File: src/rtl/freq_meter.sv
// Gated frequency meter: counts synchronized rising edges of sig_in over back-to-back GATE_CYCLES windows.
// Define FREQ_METER_LOCK_QUAL_EN to add a pll_locked input that qualifies enable.
module freq_meter #(
    parameter int GATE_CYCLES = 50000,
    parameter int WIDTH       = 10
) (
    input  logic             clk,
    input  logic             rst,
    input  logic             sig_in,
    input  logic             enable,
`ifdef FREQ_METER_LOCK_QUAL_EN
    input  logic             pll_locked,
`endif
    output logic [WIDTH-1:0] q,
    output logic             valid,
    output logic             overflow,
    output logic             busy
);
    localparam int GW = (GATE_CYCLES > 1) ? $clog2(GATE_CYCLES) : 1;
    localparam logic [GW-1:0]    GATE_LAST = GW'(GATE_CYCLES - 1);
    localparam logic [WIDTH-1:0] EDGE_MAX  = {WIDTH{1'b1}};

    typedef enum logic [1:0] {
        IDLE  = 2'd0,
        GATE  = 2'd1,
        LATCH = 2'd2
    } state_t;

    state_t           state_q, state_d;
    logic             s1_q, s1_d;
    logic             s2_q, s2_d;
    logic             s3_q, s3_d;
    logic [GW-1:0]    gate_cnt_q, gate_cnt_d;
    logic [WIDTH-1:0] edge_cnt_q, edge_cnt_d;
    logic [WIDTH-1:0] q_q, q_d;
    logic             sat_q, sat_d;
    logic             valid_q, valid_d;
    logic             overflow_q, overflow_d;
    logic             busy_q, busy_d;
    logic             edge_s;
    logic             run_s;

`ifdef FREQ_METER_LOCK_QUAL_EN
    logic lk1_q, lk2_q;

    // Two-flop synchronizer for the asynchronous lock indicator
    always_ff @(posedge clk or posedge rst) begin
        if (rst) begin
            lk1_q <= 1'b0;
            lk2_q <= 1'b0;
        end else begin
            lk1_q <= pll_locked;
            lk2_q <= lk1_q;
        end
    end

    // Losing lock behaves exactly like dropping enable
    assign run_s = enable & lk2_q;
`else
    assign run_s = enable;
`endif

    assign edge_s = s2_q & ~s3_q;

    // Next-state and datapath logic for the gate/latch sequencer
    always_comb begin
        s1_d       = sig_in;
        s2_d       = s1_q;
        s3_d       = s2_q;
        state_d    = state_q;
        gate_cnt_d = gate_cnt_q;
        edge_cnt_d = edge_cnt_q;
        sat_d      = sat_q;
        q_d        = q_q;
        overflow_d = overflow_q;
        valid_d    = 1'b0;
        case (state_q)
            IDLE: begin
                gate_cnt_d = '0;
                edge_cnt_d = '0;
                sat_d      = 1'b0;
                if (run_s) begin
                    state_d = GATE;
                end else begin
                    state_d = IDLE;
                end
            end
            GATE: begin
                if (!run_s) begin
                    state_d    = IDLE;
                    gate_cnt_d = '0;
                    edge_cnt_d = '0;
                    sat_d      = 1'b0;
                end else begin
                    if (edge_s && (edge_cnt_q == EDGE_MAX)) begin
                        sat_d = 1'b1;
                    end else if (edge_s) begin
                        edge_cnt_d = edge_cnt_q + WIDTH'(1);
                    end else begin
                        edge_cnt_d = edge_cnt_q;
                    end
                    // The final gate cycle still counts its own edge before latching
                    if (gate_cnt_q == GATE_LAST) begin
                        state_d = LATCH;
                    end else begin
                        gate_cnt_d = gate_cnt_q + GW'(1);
                    end
                end
            end
            LATCH: begin
                q_d        = edge_cnt_q;
                overflow_d = sat_q;
                valid_d    = 1'b1;
                gate_cnt_d = '0;
                sat_d      = 1'b0;
                // An edge seen while latching belongs to the following window
                if (run_s) begin
                    state_d    = GATE;
                    edge_cnt_d = edge_s ? WIDTH'(1) : WIDTH'(0);
                end else begin
                    state_d    = IDLE;
                    edge_cnt_d = '0;
                end
            end
            default: begin
                state_d    = IDLE;
                gate_cnt_d = '0;
                edge_cnt_d = '0;
                sat_d      = 1'b0;
            end
        endcase
        busy_d = (state_d != IDLE);
    end

    // State, synchronizer and registered-output flops
    always_ff @(posedge clk or posedge rst) begin
        if (rst) begin
            state_q    <= IDLE;
            s1_q       <= 1'b0;
            s2_q       <= 1'b0;
            s3_q       <= 1'b0;
            gate_cnt_q <= '0;
            edge_cnt_q <= '0;
            sat_q      <= 1'b0;
            q_q        <= '0;
            valid_q    <= 1'b0;
            overflow_q <= 1'b0;
            busy_q     <= 1'b0;
        end else begin
            state_q    <= state_d;
            s1_q       <= s1_d;
            s2_q       <= s2_d;
            s3_q       <= s3_d;
            gate_cnt_q <= gate_cnt_d;
            edge_cnt_q <= edge_cnt_d;
            sat_q      <= sat_d;
            q_q        <= q_d;
            valid_q    <= valid_d;
            overflow_q <= overflow_d;
            busy_q     <= busy_d;
        end
    end

    assign q        = q_q;
    assign valid    = valid_q;
    assign overflow = overflow_q;
    assign busy     = busy_q;

endmodule

File: config.mk
export PLATFORM = sky130hd
export DESIGN_NAME = freq_meter
export DESIGN_NICKNAME = d
export VERILOG_FILES = /design/src/rtl/freq_meter.sv
export SDC_FILE = /design/constraint.sdc
export NUM_CORES = 1
export LEC_CHECK = 0
export ABC_AREA = 0
export CAP_MARGIN = 20
export CORE_ASPECT_RATIO = 0.8
export CORE_MARGIN = 2
export CORE_UTILIZATION = 39
export CTS_CLUSTER_DIAMETER = 40
export DETAILED_ROUTE_END_ITERATION = 10
export GPL_ROUTABILITY_DRIVEN = 0
export HOLD_SLACK_MARGIN = 0.15
export SETUP_SLACK_MARGIN = 0.4
export SLEW_MARGIN = 15
export SYNTH_ARGS = -nofsm -noshare
export SYNTH_HDL_FRONTEND = slang
export SYNTH_SLANG_ARGS = --single-unit
export TNS_END_PERCENT = 10
File: constraint.sdc
create_clock -name clk -period 3.45 [get_ports clk]
set_clock_uncertainty 0.05 [all_clocks]
set_input_delay 0.69 -clock clk [delete_from_list [all_inputs] [get_ports clk]]
set_output_delay 0.69 -clock clk [all_outputs]
set_load 0.02 [all_outputs]
Word level (Yosys, flattened, before mapping)
Index checks and enable logic that the tools add are counted.
{"block": "totals", "ff_bits": 45, "in_bits": 4, "out_inout_bits": 13}
{"block": "classes", "add_sub_neg": 2, "eq_ne": 8, "muxes": 17, "n_bitwise": 2, "n_reduce_logical": 5}
{"cell": "$mux W16", "n": 3}
{"cell": "$mux W10", "n": 3}
{"cell": "$pmux W10 S2", "n": 1}
{"cell": "$add A16 B1 Y16 const B", "n": 1}
{"cell": "$eq A16 B16 Y1 const B", "n": 1}
{"cell": "$ne A3 B3 Y1 const B", "n": 4}
{"cell": "$add A10 B1 Y10 const B", "n": 1}
{"cell": "$eq A10 B10 Y1 const B", "n": 1}
{"cell": "$mux W1", "n": 7}
{"cell": "$mux W2", "n": 2}
{"cell": "$pmux W2 S2", "n": 1}
{"cell": "$eq A2 B1 Y1 const B", "n": 1}
{"cell": "$eq A2 B2 Y1 const B", "n": 1}
{"cell": "$logic_not A2 Y1", "n": 1}
{"cell": "$reduce_and A2 Y1", "n": 1}
{"cell": "$reduce_bool A2 Y1", "n": 1}
{"cell": "$reduce_or A2 Y1", "n": 1}
{"cell": "$and A1 B1 Y1", "n": 1}
{"cell": "$logic_and A1 B1 Y1", "n": 1}
{"cell": "$not A1 Y1", "n": 1}

Depth between registers and ports, before layout
Gate-level depths: netlist (run 1).
{"block": "logic_depth", "ltp_word": 6, "depth_mapped": 7, "mapped_depth_nobuf": 6}

Worst setup path before layout (run 1)
Ideal clock, no wire load.
{"block": "synth_timing", "kind": "reg2reg", "start": "reg state_q[0]", "end": "reg edge_cnt_q[8]", "setup_time_ps": 83, "arrival_ps": 1936, "required_ps": 3317, "setup_slack_ps": 1381, "path_stages_with_launch": 7, "n_path_buf": 1, "path_cell_list": "dfrtp_1 -> inv_1 -> ha_1 -> clkbuf_1 -> or3b_2 -> or4_1 -> a31oi_1"}
{"block": "synth_via", "elab_chain_len": 3}
{"element": "from (decl)", "line": "29", "rtl": "state_t state_q, state_d;"}
{"element": "from (signal assigned)", "line": "150", "rtl": "state_q <= state_d;"}
{"element": "$eq A2 B1 Y1", "line": "77", "rtl": "case (state_q)"}
{"element": "$ne A3 B3 Y1 (no source line)"}
{"element": "$reduce_and A2 Y1 (no source line)"}
{"element": "to (signal assigned)", "line": "155", "rtl": "edge_cnt_q <= edge_cnt_d;"}
{"element": "to (decl)", "line": "34", "rtl": "logic [WIDTH-1:0] edge_cnt_q, edge_cnt_d;"}
Parallel ways exist; a longest one is shown, timed or not.
A chain may end at the register's enable or synchronous reset.

Final worst setup path (run 1)
Same ends and word-level chain as after synthesis.

==> impl_summary.txt, run 1 <==
----------------------------------------------------
[Floorplan]
  Total die area ... 6120 sq um
  Core area ... 5380 sq um
  Height of the chip ... 70.3 um
  Core Rows ... 24
  Effective utilization at floorplan ... 0.399
  Die boundary width ... 86.9 um
  Boundary pin count ... 17

[Pwr]
  Power density of the placed cells ... 382 nW/um^2
  Cell Int Power ... 0.728 mW
  Sw power ... 0.214 mW
  Switching Fraction ... 0.227
  Combinational power share ... 0.050
  Leakage Power ... 1.02 nW
  Worst-case vdd ir drop ... 0.209 mV
  Relative contribution of sequential cells to total power ... 0.570
  Clock network fraction of total power ... 0.381

[STA]
  Crit path time final ... 2.20 ns
  Unrepaired setup endpoints after global routing ... no
  Final count of negative-setup-slack endpoints ... 0
  Tightest slew margin relative to the limit ... 0.378
  Peak Freq ... 0.454 GHz
  Period utilisation layout ... 0.639
  Max-slew violation count ... 0
  Number of endpoints with negative hold slack in the final report ... 0
  Setup TNS ... 0 ns
  Worst-Margin Slew ... 0.934 ns

[Clocking]
  Post-cts repair resize count ... 0
  TritonCTS clock tree ... yes
  Maximum count of clock buffers along a single path ... 2
  Num CTS Buffers ... 5
  Clock Sinks ... 45
  Cell at the root of the clock tree ... sky130_fd_sc_hd__clkbuf_8
  Post CTS Setup Buffer Count ... 0
  Hold-fix buffers at CTS ... 0
  CTS clock-pin slew for the worst setup and hold paths ... 0.08 ns
  Clock latency reported for the late side of the worst-skew pair ... 0.30 ns
  Clock H-tree levels ... 2

[Layout]
  Net count, final ... 233
  Commonest cells after routing, fill and taps aside ... sky130_fd_sc_hd__dfrtp_1, sky130_fd_sc_hd__a21oi_1, sky130_fd_sc_hd__clkdlybuf4s50_1
  End-of-flow core utilization ... 0.459
  Proportion of layout cells with a drive suffix above 1 ... 0.116
  Most common library cell in the layout ignoring fill and taps ... sky130_fd_sc_hd__dfrtp_1
  Signed area change from the synthesized netlist to the final layout ... 14.9%
  Antenna diodes ... 0

[Hold path]
  Hold crit path type ... flip-flop to flip-flop
  Hold Path Stages ... 0

[Synthesis]
  Total of warnings raised by yosys ... 0
  Net Count, Synth ... 215
  EDFF count, synth ... 0
  Cell taking the most area after synthesis ... sky130_fd_sc_hd__dfrtp_1
  Portion of the post-synthesis area used by sequential elements ... 0.525
  Flip-flop and latch count after synthesis ... 45
  Area share of the largest cell type after synthesis ... 0.525
  Area of the mapped netlist ... 2150 sq um
  Top flip-flop cell by instance count after synthesis ... sky130_fd_sc_hd__dfrtp_1
  Cell types with the largest area share after synthesis ... sky130_fd_sc_hd__dfrtp_1, sky130_fd_sc_hd__mux2_2, sky130_fd_sc_hd__a21oi_1, sky130_fd_sc_hd__ha_1, sky130_fd_sc_hd__nand3_1
  Number of standard cells after synthesis ... 206
  Cell variety after synth ... 42
  Average instance area after synthesis ... 10.4 sq um
  Async S/R FF share, synth ... 1.00

[Critical path]
  Category of cells accounting for the largest share of critical-path delay ... simple AND/OR/NAND/NOR gates
  Slowest cell on the critical path ... sky130_fd_sc_hd__or3b_2
  Stages on worst setup path ... 5
  Number of buffers and inverters on the critical path ... 1
  Worst R2R Path Depth ... 5
  Arrival time at the worst endpoint ... 2.36 ns
  Maximum fanout along the worst path ... 10
  Worst-path cell chain ... inv_1, ha_1, or3b_2, or4_1, a31oi_1
  Kind of start point of the critical path ... flip-flop
  Required time at the worst-slack endpoint ... 3.61 ns
  Path type of the worst setup path ... flip-flop to flip-flop
  Max stage delay on crit path ... 0.57 ns
  Endpoint type of the worst setup path ... flip-flop

[Outcome]
  Result of the run ... complete, no violations

[Placed design]
  HPWL after detailed placement ... 2920 um
  # port buffers ... 16

[Drt]
  Total routed wirelength ... 4140 um
  Total vias in the final route ... 1617
  Average wire per standard cell ... 14.3 um
  DRC violation total after the first TritonRoute iteration ... 119
  Number of iterations in the first detailed-routing pass ... 4
  Post-detailed-route DRC marker count ... 0
  Average vias per placed instance ... 5.58
  Count of nets left with antenna violations after detail routing ... 0

[Global routing]
  Number of global-route vias before repair ... 1575
  Initial antenna violation count ... 0
  Overall track demand over capacity in global routing ... 0.152
  Sum of overflow across all layers after global routing ... 0
  Wire length of the first global-routing pass ... 7320 um
  Largest net degree at the start of global routing ... 46

[Run]
  Maxcap violations ... 0

----------------------------------------------------
==> cell usage after synthesis (2+ instances only) <==
| master | number |
|---|---|
| sky130_fd_sc_hd__and3_1 | 5 |
| sky130_fd_sc_hd__o21ai_0 | 10 |
| sky130_fd_sc_hd__inv_1 | 9 |
| sky130_fd_sc_hd__nand2_1 | 13 |
| sky130_fd_sc_hd__nor3_1 | 4 |
| sky130_fd_sc_hd__xnor2_1 | 4 |
| sky130_fd_sc_hd__dfrtp_1 | 45 |
| sky130_fd_sc_hd__or4b_1 | 2 |
| sky130_fd_sc_hd__nand4_1 | 7 |
| sky130_fd_sc_hd__o31a_1 | 2 |
| sky130_fd_sc_hd__nand3_1 | 12 |
| sky130_fd_sc_hd__xor2_1 | 3 |
| sky130_fd_sc_hd__nand2b_1 | 2 |
| sky130_fd_sc_hd__nor2_1 | 15 |
| sky130_fd_sc_hd__ha_1 | 5 |
| sky130_fd_sc_hd__a21oi_1 | 16 |
| sky130_fd_sc_hd__mux2_2 | 11 |
| sky130_fd_sc_hd__a31oi_1 | 3 |
| sky130_fd_sc_hd__clkbuf_1 | 4 |
| sky130_fd_sc_hd__or4_1 | 2 |
| sky130_fd_sc_hd__or3_1 | 7 |
| sky130_fd_sc_hd__nor4_1 | 3 |
| sky130_fd_sc_hd__o31ai_1 | 3 |
==> path summary, 6_finish.rpt <==
check / startpoint / to / slack, ns
setup / recovery: state_q[0] / edge_cnt_q[8] / 1.25
hold / removal: s1_q / s2_q / 0.30
setup reg to reg: state_q[0] / edge_cnt_q[8] / 1.25
hold reg to reg: s1_q / s2_q / 0.30
max in group asynchronous: rst / gate_cnt_q[10] / 1.90
min in group asynchronous: rst / gate_cnt_q[15] / 0.85
==> kinds of logic (layout without fill, tap and decap cells) <==
family,after synthesis,count (layout),share of synthesized area
and+or+nand+nor,80,80,0.204
DFF,45,45,0.525
AOI/OAI and AO/OA,43,43,0.126
buffers and inverters,15,34,0.0297
muxes,11,11,0.0577
xor gates and xnor gates,7,7,0.0286
adders and majority gates,5,5,0.0292
==> metal layers <==
metal | wire length [um] | vias up | share of wire | track usage
met5 | 0 | - | 0 | 0
met1 | 2330 | 778 | 0.56 | 0.245
met2 | 1560 | 38 | 0.38 | 0.197
li1 | - | 797 | - | -
met4 | 46 | 0 | 0.011 | 0.0434
met3 | 198 | 4 | 0.048 | 0.0378
==> flip-flops by register name, summed over array words and instances (netlist names), 2 cells and up <==
register,count
q,10
gate_cnt_q,16
state_q,2
edge_cnt_q,10
==> per-stage QoR <==
step           hold slack, ns  power (mW)  instances  setup WS, ns  cell area, sq um
3_3_place_gp            0.289       0.595        282          1.08              2360
2_1_floorplan           0.281       0.578        206          1.38              2150
3_5_place_dp            0.287       0.595        282          1.03              2360
5_1_grt                 0.313       0.980        290          1.13              2470
4_1_cts                 0.306       0.952        290          1.24              2470
6_report                0.303       0.942        290          1.25              2470
==> power groups by stage <==
stage	combinational [mW]	clock, mW	sequential (mW)
2_1_floorplan	0.0308	0	0.547
3_3_place_gp	0.0475	0	0.547
3_5_place_dp	0.0479	0	0.547
4_1_cts	0.0481	0.367	0.537
5_1_grt	0.0542	0.388	0.538
6_report	0.0467	0.358	0.537
==> cell type report <==
cell class | count | area, sq um
Clock buffer | 7 | 96.3
Clock inverter | 1 | 5.00
Fill cell | 507 | 2910
Inverter | 9 | 33.8
Multi-Input combinational cell | 146 | 956
Sequential cell | 45 | 1130
Tap cell | 65 | 81.3
Timing Repair Buffer | 17 | 168
Power figures use the tool's default switching activity.
==> run 2, diff against run 1 <==
==> constraint.sdc (replaced) <==
create_clock -name clk -period 2.05 [get_ports clk]
set_clock_uncertainty 0.05 [all_clocks]
set_input_delay 0.41 -clock clk [delete_from_list [all_inputs] [get_ports clk]]
set_output_delay 0.41 -clock clk [all_outputs]
set_load 0.02 [all_outputs]
==> run 2 against run 1 <==
Effect of this change:
- fmax is 18% higher
- final area is 8.8% higher
- clock power is 120% higher
- sequential share of layout area is 3.7 points lower
- core utilization is 4.1 points higher
- critical path depth is 1 lower
- wire length is 8.2% higher
- flip-flop and latch count stayed put
- count of clock-buffer cells in the layout is 2 lower
- global-route usage is 0.90 points higher
- largest cell class unchanged
==> impl_summary.txt, run 2 (synthesized netlist as in run 1, its figures left out) <==
----------------------------------------------------
[Outcome]
  Result of the run ... complete, no violations

[Critical path]
  Endpoint of the most critical register-to-register path ... gate_cnt_q[0]
  Start point of the critical path ... gate_cnt_q[13]
  Worst R2R Path Depth ... 4
  Endpoint type of the worst setup path ... flip-flop
  Kind of start point of the critical path ... flip-flop
  Maximum fanout along the worst path ... 5
  Flop2flop setup slack ... 0.18 ns
  Last element of the critical path ... gate_cnt_q[0]
  Arrival time at the worst endpoint ... 2.05 ns
  Required time at the worst-slack endpoint ... 2.23 ns
  Path type of the worst setup path ... flip-flop to flip-flop
  Reg-to-Reg Start ... gate_cnt_q[13]

[Drt]
  Total vias in the final route ... 1702
  Count of nets left with antenna violations after detail routing ... 0
  Total routed wirelength ... 4480 um
  Average vias per placed instance ... 5.54
  Post-detailed-route DRC marker count ... 0
  DRC violation total after the first TritonRoute iteration ... 92
  Average wire per standard cell ... 14.6 um
  Number of iterations in the first detailed-routing pass ... 4

[Layout]
  Flip-flop count of the largest register, all copies and words added ... 16
  Most common library cell in the layout ignoring fill and taps ... sky130_fd_sc_hd__dfrtp_1
  Filler instances ... 513
  Net count, final ... 250
  Proportion of layout cells with a drive suffix above 1 ... 0.219
  Signed area change from the synthesized netlist to the final layout ... 25.1%
  Register cell area after layout ... 1130 sq um
  Antenna diodes ... 0
  Biggest register ... gate_cnt_q
  Combined area of the multi-input logic cells ... 1000 sq um
  Commonest cells after routing, fill and taps aside ... sky130_fd_sc_hd__dfrtp_1, sky130_fd_sc_hd__buf_4, sky130_fd_sc_hd__clkdlybuf4s50_1
  Final cell area excluding filler cells ... 2680 sq um

[STA]
  Worst-Margin Slew ... 0.381 ns
  Setup TNS ... 0 ns
  Period utilisation layout ... 0.913
  Unrepaired setup endpoints after global routing ... yes
  Peak Freq ... 0.534 GHz
  Max-slew violation count ... 0
  Crit path time final ... 1.87 ns
  Final count of negative-setup-slack endpoints ... 0
  Worst Hold Slack ... 0.307 ns
  Number of endpoints with negative hold slack in the final report ... 0
  Tightest slew margin relative to the limit ... 0.740

[Pwr]
  Relative contribution of sequential cells to total power ... 0.506
  Sw power ... 0.366 mW
  Cell Int Power ... 1.42 mW
  Power density of the placed cells ... 665 nW/um^2
  Switching Fraction ... 0.205
  Combinational power share ... 0.057
  Clock network fraction of total power ... 0.438
  Worst-case vdd ir drop ... 0.346 mV
  Leakage Power ... 1.15 nW

[Floorplan]
  Boundary pin count ... 17
  Core Rows ... 24
  Total die area ... 6120 sq um
  Height of the chip ... 70.3 um
  Die boundary width ... 86.9 um
  Effective utilization at floorplan ... 0.399
  Core area ... 5380 sq um

[Run]
  Maxcap violations ... 0

[Global routing]
  Wire length of the first global-routing pass ... 7750 um
  Initial antenna violation count ... 0
  Overall track demand over capacity in global routing ... 0.161
  Largest net degree at the start of global routing ... 32
  Number of global-route vias before repair ... 1589
  Sum of overflow across all layers after global routing ... 0

[Clocking]
  Hold-fix buffers at CTS ... 0
  Clock Sinks ... 45
  Clock latency reported for the late side of the worst-skew pair ... 0.30 ns
  Cell at the root of the clock tree ... sky130_fd_sc_hd__clkbuf_8
  Num CTS Buffers ... 5
  Clock H-tree levels ... 2
  CTS clock-pin slew for the worst setup and hold paths ... 0.08 ns
  TritonCTS clock tree ... yes
  Maximum count of clock buffers along a single path ... 2

[Placed design]
  DP Area ... 2440 sq um
  # port buffers ... 16
  HPWL after detailed placement ... 3120 um

[Hold path]
  Hold crit path type ... flip-flop to flip-flop

----------------------------------------------------
==> run 2: changes by cell type in the layout (fill, tap and decap cells not counted), sizes merged <==
cell	delta
buf	+17
clkbuf	-2
bufinv	+2
==> run 2: critical path: stages, from the launching register on <==
cell	delay, ns
sky130_fd_sc_hd__dfrtp_1	0.39
sky130_fd_sc_hd__or4b_4	0.54
sky130_fd_sc_hd__or4_4	0.59
sky130_fd_sc_hd__xnor2_2	0.15
sky130_fd_sc_hd__nor2_1	0.09
==> run 2: worst min path at each step <==
stage	start	to	depth (start not counted)
floorplan	s1_q	s2_q	0
global route	s1_q	s2_q	0
CTS	s1_q	s2_q	0
finish	s1_q	s2_q	0
detailed placement	s1_q	s2_q	0
global placement	s1_q	s2_q	0
==> run 2: through the flow <==
stage               power [mW]  setup slack (ns)  utilization  instances
floorplan                0.979             0.146            -        206
global placement          1.02             0.148        0.455        289
detailed placement        1.02             0.134        0.455        289
CTS                       1.81             0.172        0.490        304
global route              1.86             0.132        0.499        307
finish                    1.78             0.178        0.499        307
==> run 2: area by class of cell <==
| type | instances | area share |
|---|---|---|
| Sequential cell | 45 | 0.420 |
| Multi-Input combinational cell | 146 | 0.372 |
| Timing Repair Buffer | 34 | 0.115 |
| Tap cell | 65 | 0.0303 |
| Clock buffer | 5 | 0.0256 |
| Clock inverter | 3 | 0.0242 |
| Inverter | 9 | 0.0126 |
==> run 2: power by group through the flow <==
stage / sequential [mW] / combinational (mW) / clock [mW]
after detailed placement: 0.920 / 0.0951 / 0
after global placement: 0.920 / 0.0960 / 0
final: 0.902 / 0.101 / 0.781
after CTS: 0.902 / 0.0989 / 0.808
after floorplan: 0.921 / 0.0575 / 0
after global routing: 0.904 / 0.112 / 0.844
==> run 2: what timing repair did <==
| item | in CTS | in global routing |
|---|---|---|
| setup endpoints to repair | 32 | 34 |
| resized for setup | 2 | 5 |
| setup buffers | 7 | 3 |
| pin swaps | 2 | 3 |
==> run 2: layer usage <==
layer  part of all wire  routed length [um]  track usage  vias to the layer above
li1                   -                   -            -                      829
met1               0.55                2440        0.257                      826
met5                  0                   0            0                        -
met3              0.039                 174       0.0355                        7
met4              0.016                  71       0.0521                        0
met2               0.40                1790        0.212                       40
==> edit, RTL diff (settings of run 1) <==
The option `FREQ_METER_LOCK_QUAL_EN` is turned on by a define.
--- a/src/rtl/freq_meter.sv
+++ b/src/rtl/freq_meter.sv
@@ -1,4 +1,6 @@
 // Gated frequency meter: counts synchronized rising edges of sig_in over back-to-back GATE_CYCLES windows.
 // Define FREQ_METER_LOCK_QUAL_EN to add a pll_locked input that qualifies enable.
+`define FREQ_METER_LOCK_QUAL_EN
+
 module freq_meter #(
     parameter int GATE_CYCLES = 50000,
Ports: changed (added pll_locked); port bits go from 17 to 18. No check against the original RTL was run, so the function may have changed too.
==> edit against run 1 <==
  * Setup slack gained 0.21 ns
  * Power shrank 2.6%
  * Sequential power grew 4.1%
  * Area after synthesis increased by 5.2%
  * Fmax up 10%
  * Routed wire length rose by 5.3%
  * Clock power decreased by 11%
  * Sequential share of layout area shrank 0.12 points
  * Sequential cell count rose by 2
  * Non-clock buffer count up 2
  * Cell area is 4.7% higher
==> edit: results (changes against run 1) <==
** Status
- The run finished with clean final reports.

** Logic synthesis
- Count of distinct cell types in the synthesized netlist :: 49 (+17%)
- Part of the Yosys area used for sequential elements :: 52.1% (-0.37 points)
- Post-Syn Area per Cell :: 10.8 sq um (+3.7%)
- Cells taking the most area after synthesis :: sky130_fd_sc_hd__dfrtp_1 52%, sky130_fd_sc_hd__mux2_2 5.5%, sky130_fd_sc_hd__a21oi_1 3.3%
- The post-synth net total came to 220 (+2.3%).

** Global route
- The global-route track usage on met2 was 20.4% (+0.72 points).
- The maximum number of pins on one net before global-route repair came to 48 (+4.3%).
- Vias in the first global route :: 1503 (-4.6%)
- The global-route wire length before repair is 7530 um (+2.8%).
- The met3 track demand over resource was 3.41% (-0.37 points).
- The global-route track usage on met1 was 24.3% (-0.15 points).
- The total grt overflow was 0 (unchanged).

** Pwr
- Part of the total power dissipated in the clock network :: 34.5% (-3.6 points)
- The static leakage was 1.05 nW (+2.7%).
- Switching share of power :: 22.3% (-0.40 points)
- The peak supply drop was 0.000186 V (-11%).
- Internal power :: 0.000712 W (-2.1%)
- Seq pwr share :: 61.0% (+4.0 points)

** Layout
- The fraction of final layout cells sized beyond drive strength 1 was 12.2% (+0.67 points).
- Number of buffers outside the clock class in the layout :: 19 (+2)
- Clock network share of area :: 3.15% (-0.96 points)
- Number of fill cells :: 535 (+5.5%)
- Multi-input combinational cell area :: 1000 sq um (+4.6%)
- The final net count was 239 (+2.6%).
- The number of multi-input combinational cells in the layout is 147 (+0.68%).
- The fraction of area in registers came to 45.5% (-0.12 points).
- The non-clock buffering overhead in the final layout was 7.66% (+0.86 points).
- The number of non-clock inverters in the layout came to 8 (-1).

** Worst setup path
- CP Max Fanout :: 2 (-8)
- Crit-path leading delay family :: buffers and inverters
- Capture instance of the worst register-to-register path :: edge_cnt_q[4]
- The most critical setup path has its endpoint at q[9].
- The maximum cell stage delay along the critical path is 0.62 ns (+0.05 ns).
- Among all stages on the critical path, the largest delay is contributed by sky130_fd_sc_hd__clkdlybuf4s50_1.
- In this run the critical register-to-register path is launched from state_q[0].
- Tracing the worst setup path back leads to its startpoint at q[9].
- The data arrival at the endpoint of the critical path came to 1.26 ns (-1.10 ns).
- Worst reg-to-reg setup slack :: 1.51 ns (+0.26 ns)

** Place
- Number of placed instances, taps included :: 298 (+5.7%)
- Quantity of I/O buffers inserted on ports :: 17 (+1)
- The placed wire-length estimate after detailed placement was 2930 um (+0.33%).

** Min path
- End point of the worst hold path :: lk2_q
- In this run the most critical hold path is launched from lk1_q.

** Route
- Met2 wire length :: 1730 um (+11%)
- The met3 routed wirelength is 175 um (-12%).
- Routed Wire Length :: 4360 um (+5.3%)
- The final antenna-violating net count came to 0 (unchanged).
- The violation count after the first detailed-routing iteration was 63 (-47%).
- Met1 Routed Length :: 2410 um (+3.2%)
- The per-cell routed wire length was 14.2 um (-0.50%).

** Timing
- The slew at the pin with the worst max-slew slack was 0.684 ns (-0.250 ns).

** Clocking
- Number of sinks handled by clock tree synthesis :: 47 (+4.4%)
## edit: stage by stage
stage,utilization (%),cell area (sq um),hold slack (ns),setup slack [ns]
2_1_floorplan,-,2260,0.281,1.59
5_1_grt,46.7,2580,0.316,1.38
4_1_cts,46.4,2560,0.306,1.44
3_5_place_dp,44.9,2480,0.287,1.17
3_3_place_gp,44.9,2480,0.285,1.18
6_report,46.7,2580,0.303,1.45
## edit: worst reg2reg max path, delay by kind of cell, from the launching register on
| family | cells | cell delay [ns] |
|---|---|---|
| AOI/OAI and AO/OA | 1 | 0.14 |
| adders and majority gates | 1 | 0.44 |
| buffers and inverters | 2 | 0.29 |
| and+or+nand+nor | 1 | 0.52 |
| DFF | 1 | 0.43 |
## edit: cell families after synthesis
family,share of synthesized area [%]
simple gates,20.2
flops,52.1
compound gates,11.0
buf+inv,3.60
mux,5.93
xor+xnor,3.88
fa+ha+maj,3.33
